==> config.mk <==
export PLATFORM = sky130hd
export DESIGN_NAME = spi_arbiter
export DESIGN_NICKNAME = d
export VERILOG_FILES = /design/src/rtl/spi_arbiter.sv
export SDC_FILE = /design/constraint.sdc
export NUM_CORES = 1
export LEC_CHECK = 0
export ABC_AREA = 1
export BUFFER_PORTS_ARGS = -buffer_cell sky130_fd_sc_hd__buf_2
export CAP_MARGIN = 0
export CORE_ASPECT_RATIO = 0.6
export CORE_MARGIN = 1.5
export CORE_UTILIZATION = 37
export DETAILED_ROUTE_END_ITERATION = 7
export GPL_ROUTABILITY_DRIVEN = 0
export PLACE_DENSITY_LB_ADDON = 0.15
export SLEW_MARGIN = 20
export SYNTH_ARGS = -nofsm -noshare
export SYNTH_HDL_FRONTEND = slang
export SYNTH_SLANG_ARGS = --single-unit
==> constraint.sdc <==
create_clock -name clk -period 2.7 [get_ports clk]
set_clock_uncertainty 0.2 [all_clocks]
set_input_delay 0.27 -clock clk [delete_from_list [all_inputs] [get_ports clk]]
set_output_delay 0.27 -clock clk [all_outputs]
set_load 0.1 [all_outputs]
==> src/rtl/spi_arbiter.sv <==
// spi_arbiter: round-robin arbiter that shares one spi_core transfer channel
// between N_REQ requesters. It runs one complete SPI transaction per grant,
// then returns the read word and a one-cycle done pulse to the winner.
// Optional build macro: SPI_ARB_TIMEOUT_EN adds a transfer timeout that
// finishes a stuck transaction with req_err=1 and an all-ones read word.
module spi_arbiter #(
    parameter int N_REQ       = 2,
    parameter int DATA_W      = 32,
    parameter int TIMEOUT_CYC = 4096
) (
    input  logic                      clk,
    input  logic                      reset_n,
    input  logic [N_REQ-1:0]          req_go,
    input  logic [N_REQ*DATA_W-1:0]   req_wdata,
    output logic [N_REQ-1:0]          req_grant,
    output logic [N_REQ-1:0]          req_done,
    output logic [DATA_W-1:0]         req_rdata,
    output logic                      req_err,
    output logic                      spi_go_transfer,
    output logic [DATA_W-1:0]         spi_data_write,
    input  logic [DATA_W-1:0]         spi_data_read,
    input  logic                      spi_transfer_complete,
    output logic                      busy
);

    localparam int PTR_W = (N_REQ > 1) ? $clog2(N_REQ) : 1;

    typedef enum logic [1:0] {
        ST_IDLE,
        ST_XFER,
        ST_RELEASE,
        ST_DONE
    } state_t;

    state_t              state_q, state_d;
    logic [N_REQ-1:0]    grant_q, grant_d;
    logic [N_REQ-1:0]    done_q, done_d;
    logic [DATA_W-1:0]   rdata_q, rdata_d;
    logic [DATA_W-1:0]   hold_q, hold_d;
    logic [DATA_W-1:0]   wdata_q, wdata_d;
    logic                go_q, go_d;
    logic                busy_q, busy_d;
    logic [PTR_W-1:0]    ptr_q, ptr_d;

    logic                win_valid;
    logic [PTR_W-1:0]    win_idx;
    logic [PTR_W:0]      cand;
    logic [N_REQ-1:0]    win_onehot;
    logic [DATA_W-1:0]   win_wdata;

    logic                timeout_hit;
    logic                timeout_take;

    // Round-robin search: first set req_go bit starting just after the last winner, wrapping.
    always_comb begin
        win_valid = 1'b0;
        win_idx   = '0;
        cand      = '0;
        for (int i = 1; i <= N_REQ; i++) begin
            cand = {1'b0, ptr_q} + (PTR_W + 1)'(i);
            if (cand >= (PTR_W + 1)'(N_REQ)) begin
                cand = cand - (PTR_W + 1)'(N_REQ);
            end
            if (!win_valid && req_go[cand[PTR_W-1:0]]) begin
                win_valid = 1'b1;
                win_idx   = cand[PTR_W-1:0];
            end
        end
    end

    // Decode the winner into a one-hot grant and select only its write word.
    always_comb begin
        win_onehot          = '0;
        win_onehot[win_idx] = win_valid;
        win_wdata           = '0;
        for (int j = 0; j < N_REQ; j++) begin
            if (PTR_W'(j) == win_idx) begin
                win_wdata = req_wdata[j*DATA_W +: DATA_W];
            end
        end
    end

    // Next-state and registered-output logic of the transaction sequencer.
    always_comb begin
        state_d      = state_q;
        grant_d      = grant_q;
        done_d       = '0;
        rdata_d      = rdata_q;
        hold_d       = hold_q;
        wdata_d      = wdata_q;
        go_d         = go_q;
        ptr_d        = ptr_q;
        timeout_take = 1'b0;

        unique case (state_q)
            ST_IDLE: begin
                if (win_valid) begin
                    grant_d = win_onehot;
                    ptr_d   = win_idx;
                    wdata_d = win_wdata;
                    go_d    = 1'b1;
                    state_d = ST_XFER;
                end
            end
            ST_XFER: begin
                if (spi_transfer_complete) begin
                    hold_d  = spi_data_read;
                    go_d    = 1'b0;
                    state_d = ST_RELEASE;
                end else if (timeout_hit) begin
                    go_d         = 1'b0;
                    rdata_d      = '1;
                    done_d       = grant_q;
                    timeout_take = 1'b1;
                    state_d      = ST_DONE;
                end
            end
            ST_RELEASE: begin
                if (!spi_transfer_complete) begin
                    rdata_d = hold_q;
                    done_d  = grant_q;
                    state_d = ST_DONE;
                end else if (timeout_hit) begin
                    rdata_d      = '1;
                    done_d       = grant_q;
                    timeout_take = 1'b1;
                    state_d      = ST_DONE;
                end
            end
            ST_DONE: begin
                grant_d = '0;
                state_d = ST_IDLE;
            end
            default: begin
                state_d = ST_IDLE;
            end
        endcase

        busy_d = (state_d != ST_IDLE);
    end

    // State and output registers with synchronous active-low reset.
    always_ff @(posedge clk) begin
        if (!reset_n) begin
            state_q <= ST_IDLE;
            grant_q <= '0;
            done_q  <= '0;
            rdata_q <= '0;
            hold_q  <= '0;
            wdata_q <= '0;
            go_q    <= 1'b0;
            busy_q  <= 1'b0;
            ptr_q   <= PTR_W'(N_REQ - 1);
        end else begin
            state_q <= state_d;
            grant_q <= grant_d;
            done_q  <= done_d;
            rdata_q <= rdata_d;
            hold_q  <= hold_d;
            wdata_q <= wdata_d;
            go_q    <= go_d;
            busy_q  <= busy_d;
            ptr_q   <= ptr_d;
        end
    end

`ifdef SPI_ARB_TIMEOUT_EN
    localparam int CNT_W = $clog2(TIMEOUT_CYC + 1);

    logic [CNT_W-1:0] cnt_q, cnt_d;
    logic             err_q, err_d;

    // Count cycles spent waiting on spi_core; any visit to IDLE clears the count.
    always_comb begin
        cnt_d = '0;
        if (state_q == ST_XFER || state_q == ST_RELEASE) begin
            cnt_d = cnt_q + CNT_W'(1);
        end
        err_d = timeout_take;
    end

    assign timeout_hit = (state_q == ST_XFER || state_q == ST_RELEASE) &&
                         (cnt_q == CNT_W'(TIMEOUT_CYC - 1));

    // Timeout counter and error flag registers.
    always_ff @(posedge clk) begin
        if (!reset_n) begin
            cnt_q <= '0;
            err_q <= 1'b0;
        end else begin
            cnt_q <= cnt_d;
            err_q <= err_d;
        end
    end

    assign req_err = err_q;
`else
    logic unused_timeout;

    assign timeout_hit    = 1'b0;
    assign unused_timeout = timeout_take | (TIMEOUT_CYC == 0);
    assign req_err        = 1'b0;
`endif

    assign req_grant       = grant_q;
    assign req_done        = done_q;
    assign req_rdata       = rdata_q;
    assign spi_go_transfer = go_q;
    assign spi_data_write  = wdata_q;
    assign busy            = busy_q;

endmodule

==> results of run 1 <==
-- metrics by stage --
step / total power, uW / utilization
3_3_place_gp: 2820 / 0.457
3_5_place_dp: 2840 / 0.457
5_1_grt: 4370 / 0.502
6_report: 4180 / 0.502
2_1_floorplan: 2640 / -
4_1_cts: 4230 / 0.502
-- worst max-delay path by stage --
stage | endpoint | slack (ns) | cells after the start
detailed placement | req_rdata[24] | 0.88 | 4
global route | req_rdata[17] | 0.69 | 4
global placement | req_rdata[15] | 0.96 | 4
floorplan | spi_data_write[13] | 1.20 | 2
finish | req_rdata[24] | 0.89 | 4
CTS | req_rdata[24] | 0.87 | 4
-- sequential cells by signal, summed over array words and instances (netlist names) --
name,flops
hold_q,32
spi_data_write,32
ptr_q,1
req_done,2
req_rdata,32
busy,1
state_q,2
req_grant,2
spi_go_transfer,1
-- power by group through the flow --
stage,clock network [uW],registers (uW),logic (uW)
finish,1360,1700,1120
global route,1460,1710,1190
CTS,1400,1700,1120
detailed placement,0,1740,1100
global placement,0,1730,1090
floorplan,0,2260,384
-- critical path: stages (launching register included) --
cell     delay [ns]
dfxtp_1        0.49
nand3_2        0.42
buf_12         0.34
o21ai_0        0.19
a21oi_1        0.05
-- layout by cell type, fill, tap and decap left out, types with 3 or more instances in the layout --
cell,synthesis,routed
clkbuf_16,0,9
dlygate4sd3_1,0,21
nand3_1,68,68
nor2_1,3,3
o21ai_1,6,6
dfxtp_1,105,105
inv_1,34,34
buf_4,7,6
nand2_1,168,168
a21oi_2,20,20
buf_2,9,170
a21oi_1,81,81
o21ai_0,26,26
-- area by class of cell --
cell class / count / share of cell area
Sequential cell: 105 / 0.368
Multi-Input combinational cell: 382 / 0.319
Timing Repair Buffer: 199 / 0.201
Clock buffer: 9 / 0.0394
Tap cell: 160 / 0.0350
Inverter: 36 / 0.0236
Clock inverter: 5 / 0.0142
-- metal layers --
metal	share of wire	vias up	track usage
met5	0	-	0
met1	0.48	1859	0.238
met2	0.45	90	0.313
met4	0.0056	0	0.0281
li1	-	2168	-
met3	0.064	7	0.0665
-- what timing repair did --
action	CTS	global route
endpoints found under the hold margin	21	0
hold buffers	21	0
setup endpoints to repair	0	0
-- cells by family after synthesis --
group | share of synthesized area
DFF | 0.482
and+or+nand+nor | 0.244
AOI/OAI and AO/OA | 0.174
buffers and inverters | 0.0998
other | 0.000860
==> run metrics, run 1 <==
CP Capture Type flop; switching part of the total 0.353; initial core utilization 0.383; Fillers 1,181; vias in the first global route 3,832; class of the worst hold path in2reg; share of layout cells above drive strength 1 0.303; min cycle time layout 1.81 ns; sequential share of power 0.408; number of flops mapped to enable cells by yosys 0; unrepaired setup endpoints after global routing false; ratio of final minimum period to clock period 0.671; Via density 4.60; Synth Register Bits 105; mapped cell area 4360 sq um; Die H 87.1 um; Gate Count Post-Synth 568; crit path DAT 1.84 ns; Setup Fix Bufs, Post-CTS 0; Max-Cap Viols 0; Layout Cells excl Fill 896; core box area 11,400 sq um; DRT antenna net count 0; share of flip-flops with an asynchronous set or reset 0; Total Routed Length 11,300 um; R2R depth 4; # H-tree levels 3; Fin. Hold Viols 0; Synth Flop Type dfxtp_1; DP HPWL 7870 um; fin worst setup slack 0.888 ns; Slew @ Worst Pin 0.625 ns; Setup Crit Path Kind reg2reg; area grow syn2layout 31.0%; root buffer cell clkbuf_16; Yosys Warn Count 0; Synth Net Count 669; share of the synthesized area in the top cell type 0.482; PwrDens 731 nW/um^2; clk_lat worst skew 0.33 ns; boundary pin count 172; nets@finish 834; FF-to-FF setup slack 0.89 ns; Distinct cells, synth 23; CP Launch Type flop; initial antenna violation count 0; Placed Cells 861; Hold EP hold_q[2]; Setup TNS 0 ns; clock sinks 105; setup violators final 0; Max Root-Sink Buffers 2; standard-cell rows 30; Die X 143 um; Post-DP Area 5200 sq um; DR WL/cell 12.7 um; count leader, synth nand2_1; first-pass GRT wire length 18,400 um; clock share of power 0.325; Slew Limit Fails 0; worst r2r src state_q[1]; Min Hold Slack 0.0111 ns; CTS tree done; Critical Path RT 2.73 ns; biggest area consumer among synthesized cells dfxtp_1; Vias 4,124; cell area after layout 5710 sq um; CP Max Fanout 42; Resized Gates After CTS 0; slew margin rel. 0.582; DP Worst Slack 0.885 ns; port bufs 170; WHS Path Cells 3; leakage 0.00259 uW; CTS buffer count 9; Worst R2R End req_rdata[24]; status completed; register area 2100 sq um; die area 12,500 sq um; CP Launch Point state_q[1]; initial drt markers 118; top cells by area, synth dfxtp_1 48%, nand2_1 14%, a21oi_1 9.3%, nand3_1 7.8%, a21oi_2 4.0%; internal power 2700 uW; Psw 1470 uW; first drt pass iteration count 4; GR Util All Layers 0.187; clk slew on worst S/H paths 0.06 ns; gr ovfl total 0; hold_sp spi_data_read[2]; DRC viols 0; worst vdd ir 0.000408 V; sequential area share after synthesis 0.482; fmax 552 MHz; Ant. Diodes 0; multi-input logic area 1820 sq um; list of most frequent post-synthesis cells 168 x nand2_1, 105 x dfxtp_1, 81 x a21oi_1; Avg Synthesized Cell Area 7.68 sq um; combinational power share 0.267; largest net degree at the start of global routing 56
No activity file was read; power rests on OpenSTA's default activity.
==> inputs of run 2 (changes only) <==
clock period = 1.8 ns   (was 2.7 ns; I/O delays follow)
==> run 2 against run 1 <==
Compared with the run above:
- clock-buffer cell count grew 1
- critical path depth grew 1
- worst hold slack lost 0.0023 ns
- sequential power grew 50%
- non-clock buffer count grew 54
- global-route usage grew 0.77 points
- cell area grew 9.6%
- flip-flop and latch count is the same
- largest power group unchanged
- register-to-register slack lost 0.64 ns
==> run metrics, run 2 (synthesis results as in run 1) <==
status completed (unchanged); port bufs 170 (unchanged); Ant. Diodes 0 (unchanged); boundary pin count 172 (unchanged); CP peak stage delay 0.39 ns (was 0.49 ns); class of the worst hold path in2reg (unchanged); crit path DAT 1.63 ns (was 1.84 ns); leakage 0.00283 uW (was 0.00259 uW); gr ovfl total 0 (unchanged); worst path buffer plus inverter count 2 (was 1); share of layout cells above drive strength 1 0.289 (was 0.303); Worst R2R End hold_q[7] (was req_rdata[24]); DP HPWL 7860 um (was 7870 um); CP Launch Point state_q[0] (was state_q[1]); DR WL/cell 12.7 um (about the same); CTS buffer count 9 (unchanged); Psw 2300 uW (was 1470 uW); root buffer cell clkbuf_16 (unchanged); Max Root-Sink Buffers 2 (unchanged); DP Worst Slack 0.241 ns (was 0.885 ns); # H-tree levels 3 (unchanged); Fin. Hold Viols 0 (unchanged); Layout Cells excl Fill 952 (was 896); GR Util All Layers 0.195 (was 0.187); R2R depth 5 (was 4); initial core utilization 0.383 (unchanged); CTS tree done (unchanged); CP Capture Type flop (unchanged); internal power 3950 uW (was 2700 uW); worst vdd ir 0.000538 V (was 0.000408 V); Slew Limit Fails 0 (unchanged); min cycle time layout 1.56 ns (was 1.81 ns); Die X 143 um (unchanged); ratio of final minimum period to clock period 0.865 (was 0.671); CP Depth 5 (was 4); PwrDens 999 nW/um^2 (was 731 nW/um^2); sequential share of power 0.408 (about the same); Setup Fix Bufs, Post-CTS 0 (unchanged); core box area 11,400 sq um (unchanged); clk_lat worst skew 0.34 ns (was 0.33 ns); CP Max Fanout 32 (was 42); Placed Cells 865 (was 861); Max-Cap Viols 0 (unchanged); Setup Crit Path Kind reg2reg (unchanged); CP Launch Type flop (unchanged); standard-cell rows 30 (unchanged); unrepaired setup endpoints after global routing false (unchanged); slowest stage cell, crit path dfxtp_1 (unchanged); largest net degree at the start of global routing 67 (was 56); worst r2r src state_q[0] (was state_q[1]); fin worst setup slack 0.244 ns (was 0.888 ns); most frequent cells in the layout 170 x buf_2, 168 x nand2_1, 105 x dfxtp_1, 81 x a21oi_1, 71 x dlygate4sd3_1 (was 170 x buf_2, 168 x nand2_1, 105 x dfxtp_1, 81 x a21oi_1, 68 x nand3_1); CP top delay family buffers and inverters (was flip-flops); setup violators final 0 (unchanged); Vias 4,405 (was 4,124); initial drt markers 190 (was 118); fmax 642 MHz (was 552 MHz); FF-to-FF setup slack 0.24 ns (was 0.89 ns); Setup TNS 0 ns (unchanged); first drt pass iteration count 4 (unchanged); clock sinks 105 (unchanged); Worst Setup EP hold_q[7] (was req_rdata[24]); vias in the first global route 4,111 (was 3,832); first-pass GRT wire length 19,300 um (was 18,400 um); combinational power share 0.287 (was 0.267); Total Routed Length 12,100 um (was 11,300 um); Via density 4.63 (was 4.60); die area 12,500 sq um (unchanged); nets@finish 888 (was 834); DRC viols 0 (unchanged); switching part of the total 0.368 (was 0.353); Critical Path RT 1.87 ns (was 2.73 ns); DRT antenna net count 0 (unchanged); initial antenna violation count 0 (unchanged); Die H 87.1 um (unchanged); clk slew on worst S/H paths 0.07 ns (was 0.06 ns); area grow syn2layout 43.6% (was 31.0%); most common cell after layout, fill and taps aside buf_2 (unchanged); critical-path cell list inv_1 > nor2_4 > buf_4 > nand3_1 > a21oi_1 (was nand3_2 > buf_12 > o21ai_0 > a21oi_1); clock share of power 0.305 (was 0.325)
-- run 2: area by class of cell --
| cell class | count | area, sq um |
|---|---|---|
| multi-input cells | 382 | 1820 |
| well taps | 160 | 200 |
| repair buffers | 253 | 1700 |
| flip-flops and latches | 105 | 2100 |
| clock buffers | 10 | 239 |
| clock inverters | 6 | 61.3 |
| inverters | 36 | 135 |
| fillers | 1089 | 5110 |
-- run 2: power by group through the flow --
stage	sequential (uW)	clock, uW	combinational [uW]
after floorplan	3380	0	576
after global placement	2600	0	1660
after detailed placement	2600	0	1670
after CTS	2550	1990	1790
after global routing	2570	2070	1910
final	2550	1910	1790
-- run 2: worst min path at each step --
stage	from	end	slack, ns	cells past startpoint
floorplan	reset_n	req_rdata[0]	0.12	2
global placement	req_rdata[17]	req_rdata[17]	0.23	2
detailed placement	req_rdata[30]	req_rdata[30]	0.23	2
CTS	req_wdata[37]	spi_data_write[5]	0.00005	5
global route	req_wdata[45]	spi_data_write[13]	0.02	5
finish	req_wdata[57]	spi_data_write[25]	0.009	5
-- run 2: through the flow --
stage / total power (uW) / utilization / instance area, sq um / hold slack [ns]
4_1_cts: 6340 / 0.550 / 6250 / 0.0000497
3_5_place_dp: 4280 / 0.462 / 5250 / 0.232
3_3_place_gp: 4260 / 0.462 / 5250 / 0.229
5_1_grt: 6550 / 0.551 / 6260 / 0.0151
2_1_floorplan: 3960 / - / 4360 / 0.118
6_report: 6260 / 0.551 / 6260 / 0.00877
-- run 2: routing by layer --
layer | up-vias | track usage | wire [um]
met1 | 1986 | 0.243 | 5670
met3 | 20 | 0.0511 | 558
met2 | 112 | 0.331 | 5670
met5 | - | 0 | 0
met4 | 0 | 0.0609 | 215
li1 | 2287 | - | -
-- run 2: tightest hold or removal path: stages --
cell,delay (ns)
buf_2,0.10
nand3_1,0.07
nand2_1,0.05
nand2_1,0.05
a21oi_1,0.05
-- run 2: what timing repair did --
| action | 4_1_cts | 5_1_grt |
|---|---|---|
| hold buffers | 70 | 1 |
| endpoints found under the hold margin | 62 | 1 |
| resized for setup | 0 | 0 |
==> inputs of run 3 (changes only) <==
CORE_MARGIN = unset   (was 1.5)
CORE_UTILIZATION = 48   (was 37)
==> run 3 against run 2 <==
Compared with the run above:
- the flow now finishes with violations (DRC)
- clock-buffer cell count is 1 lower
- sequential share of layout area up 0.30 points
- core utilization up 17 points
- cell count decreased by 4.9%
- power up 0.70%
- flip-flop and latch count did not move
- maximum frequency down 0.91%
- worst hold slack improved by 0.0015 ns
- first-iteration DRC count is 78% higher
- critical path depth is 2 higher
- routed wire length is 0.75% higher
- register-to-register slack gained 0.08 ns
- highest routed layer unchanged
==> run metrics, run 3 (synthesis results as in run 1) <==
initial antenna violation count 0 (unchanged); CTS tree done (unchanged); Post-DP Area 5220 sq um (was 5250 sq um); setup violators final 0 (unchanged); core box area 8650 sq um (was 11,400 sq um); leakage 0.00283 uW (about the same); DRT antenna net count 0 (unchanged); root buffer cell clkbuf_16 (unchanged); unrepaired setup endpoints after global routing false (unchanged); clk slew on worst S/H paths 0.07 ns (about the same); # H-tree levels 3 (unchanged); CTS buffer count 9 (unchanged); clk_lat worst skew 0.34 ns (about the same); die area 9480 sq um (was 12,500 sq um); first drt pass iteration count 7 (was 4); fmax 637 MHz (was 642 MHz); CP Launch Point spi_transfer_complete (was state_q[0]); clock sinks 105 (unchanged); most frequent cells in the layout 170 x buf_2, 168 x nand2_1, 105 x dfxtp_1, 81 x a21oi_1, 70 x dlygate4sd3_1 (was 170 x buf_2, 168 x nand2_1, 105 x dfxtp_1, 81 x a21oi_1, 71 x dlygate4sd3_1); Ant. Diodes 0 (unchanged); CP Launch Type input pin (was flop); Fin. Hold Viols 0 (unchanged); failing checks DRC; Worst R2R End busy (was hold_q[7]); share of layout cells above drive strength 1 0.291 (was 0.289); first-pass GRT wire length 19,200 um (was 19,300 um); worst vdd ir 0.000565 V (was 0.000538 V); Setup Crit Path Kind in2reg (was reg2reg); crit path DAT 1.60 ns (was 1.63 ns); Worst Setup EP req_rdata[10] (was hold_q[7]); boundary pin count 172 (unchanged); vias in the first global route 4,169 (was 4,111); nets@finish 890 (was 888); Critical Path RT 1.83 ns (was 1.87 ns); CP Capture Type flop (unchanged); ratio of final minimum period to clock period 0.873 (was 0.865); DP HPWL 7590 um (was 7860 um); DR WL/cell 13.5 um (was 12.7 um); cell area after layout 6210 sq um (was 6260 sq um); status finished, violations left (was completed); Max-Cap Viols 0 (unchanged); FF-to-FF setup slack 0.32 ns (was 0.24 ns); initial drt markers 338 (was 190); gr ovfl total 0 (unchanged); Via density 5.05 (was 4.63); standard-cell rows 26 (was 30); worst r2r src state_q[1] (was state_q[0]); Setup TNS 0 ns (unchanged); most common cell after layout, fill and taps aside buf_2 (unchanged); Max Root-Sink Buffers 2 (unchanged); port bufs 170 (unchanged); Vias 4,569 (was 4,405); Die X 125 um (was 143 um); class of the worst hold path in2reg (unchanged); GR Util All Layers 0.254 (was 0.195); Setup Fix Bufs, Post-CTS 0 (unchanged); largest net degree at the start of global routing 62 (was 67); Slew Limit Fails 0 (unchanged); min cycle time layout 1.57 ns (was 1.56 ns); Die H 75.8 um (was 87.1 um); DRC viols 18 (was 0); initial core utilization 0.504 (was 0.383); Total Routed Length 12,200 um (was 12,100 um); PwrDens 1010 nW/um^2 (was 999 nW/um^2); CP Max Fanout 61 (was 32); area grow syn2layout 42.3% (was 43.6%); R2R depth 5 (unchanged)
run 3: changes by cell type in the layout (fill, tap and decap cells not counted):
cell	delta
clkinv_8	-1
inv_6	-1
buf_4	+3
clkinvlp_4	+1
clkbuf_8	-1
bufinv_16	+1
inv_8	-1
clkinv_2	+1
dlygate4sd3_1	-1
run 3: worst min-delay path by stage:
stage                         end          start  depth (start not counted)
2_1_floorplan        req_rdata[0]        reset_n                          2
3_3_place_gp        req_rdata[24]  req_rdata[24]                          2
3_5_place_dp         req_rdata[2]   req_rdata[2]                          2
4_1_cts         spi_data_write[0]  req_wdata[32]                          5
5_1_grt        spi_data_write[15]  req_wdata[47]                          5
6_report        spi_data_write[4]  req_wdata[36]                          5
run 3: layout make-up:
type	instances	area [sq um]
clock inverter	6	67.6
inverter	36	135
clock buffer	9	225
multi-input combinational	382	1820
tap	112	140
fill	688	2440
timing repair buffer	255	1710
sequential	105	2100
run 3: layer usage:
layer / vias to the layer above / wire [um] / GRT usage
met5: - / 0 / 0
met3: 28 / 963 / 0.0801
met2: 179 / 5680 / 0.442
met1: 2076 / 5330 / 0.304
li1: 2286 / - / -
met4: 0 / 242 / 0.0921
run 3: timing repair:
action / in CTS / in global routing
gates resized for setup: 0 / 0
hold endpoints to repair: 61 / 0
hold buffers: 70 / 0
run 3: power by group:
part	total, uW	switching (uW)	internal [uW]
clock network	1940	865	1080
logic	1800	1330	471
registers	2560	80.8	2480
total	6300	2280	4020
run 3: worst max-delay path, cell delays in order:
cell and delay (ns):
dlygate4sd3_1 0.55, buf_2 0.16, inv_1 0.07, nand3_2 0.10
buf_12 0.20, o21ai_0 0.23, a21oi_1 0.07
run 3: stage by stage:
| step | total power, uW | setup WS, ns | hold WS [ns] | utilization | std cells |
|---|---|---|---|---|---|
| final | 6300 | 0.229 | 0.0103 | 0.717 | 905 |
| after CTS | 6330 | 0.270 | 0.000331 | 0.717 | 905 |
| after floorplan | 3960 | 0.303 | 0.118 | - | 568 |
| after detailed placement | 4280 | 0.322 | 0.233 | 0.603 | 820 |
| after global placement | 4250 | 0.386 | 0.229 | 0.603 | 820 |
| after global routing | 6580 | 0.195 | 0.00760 | 0.717 | 905 |
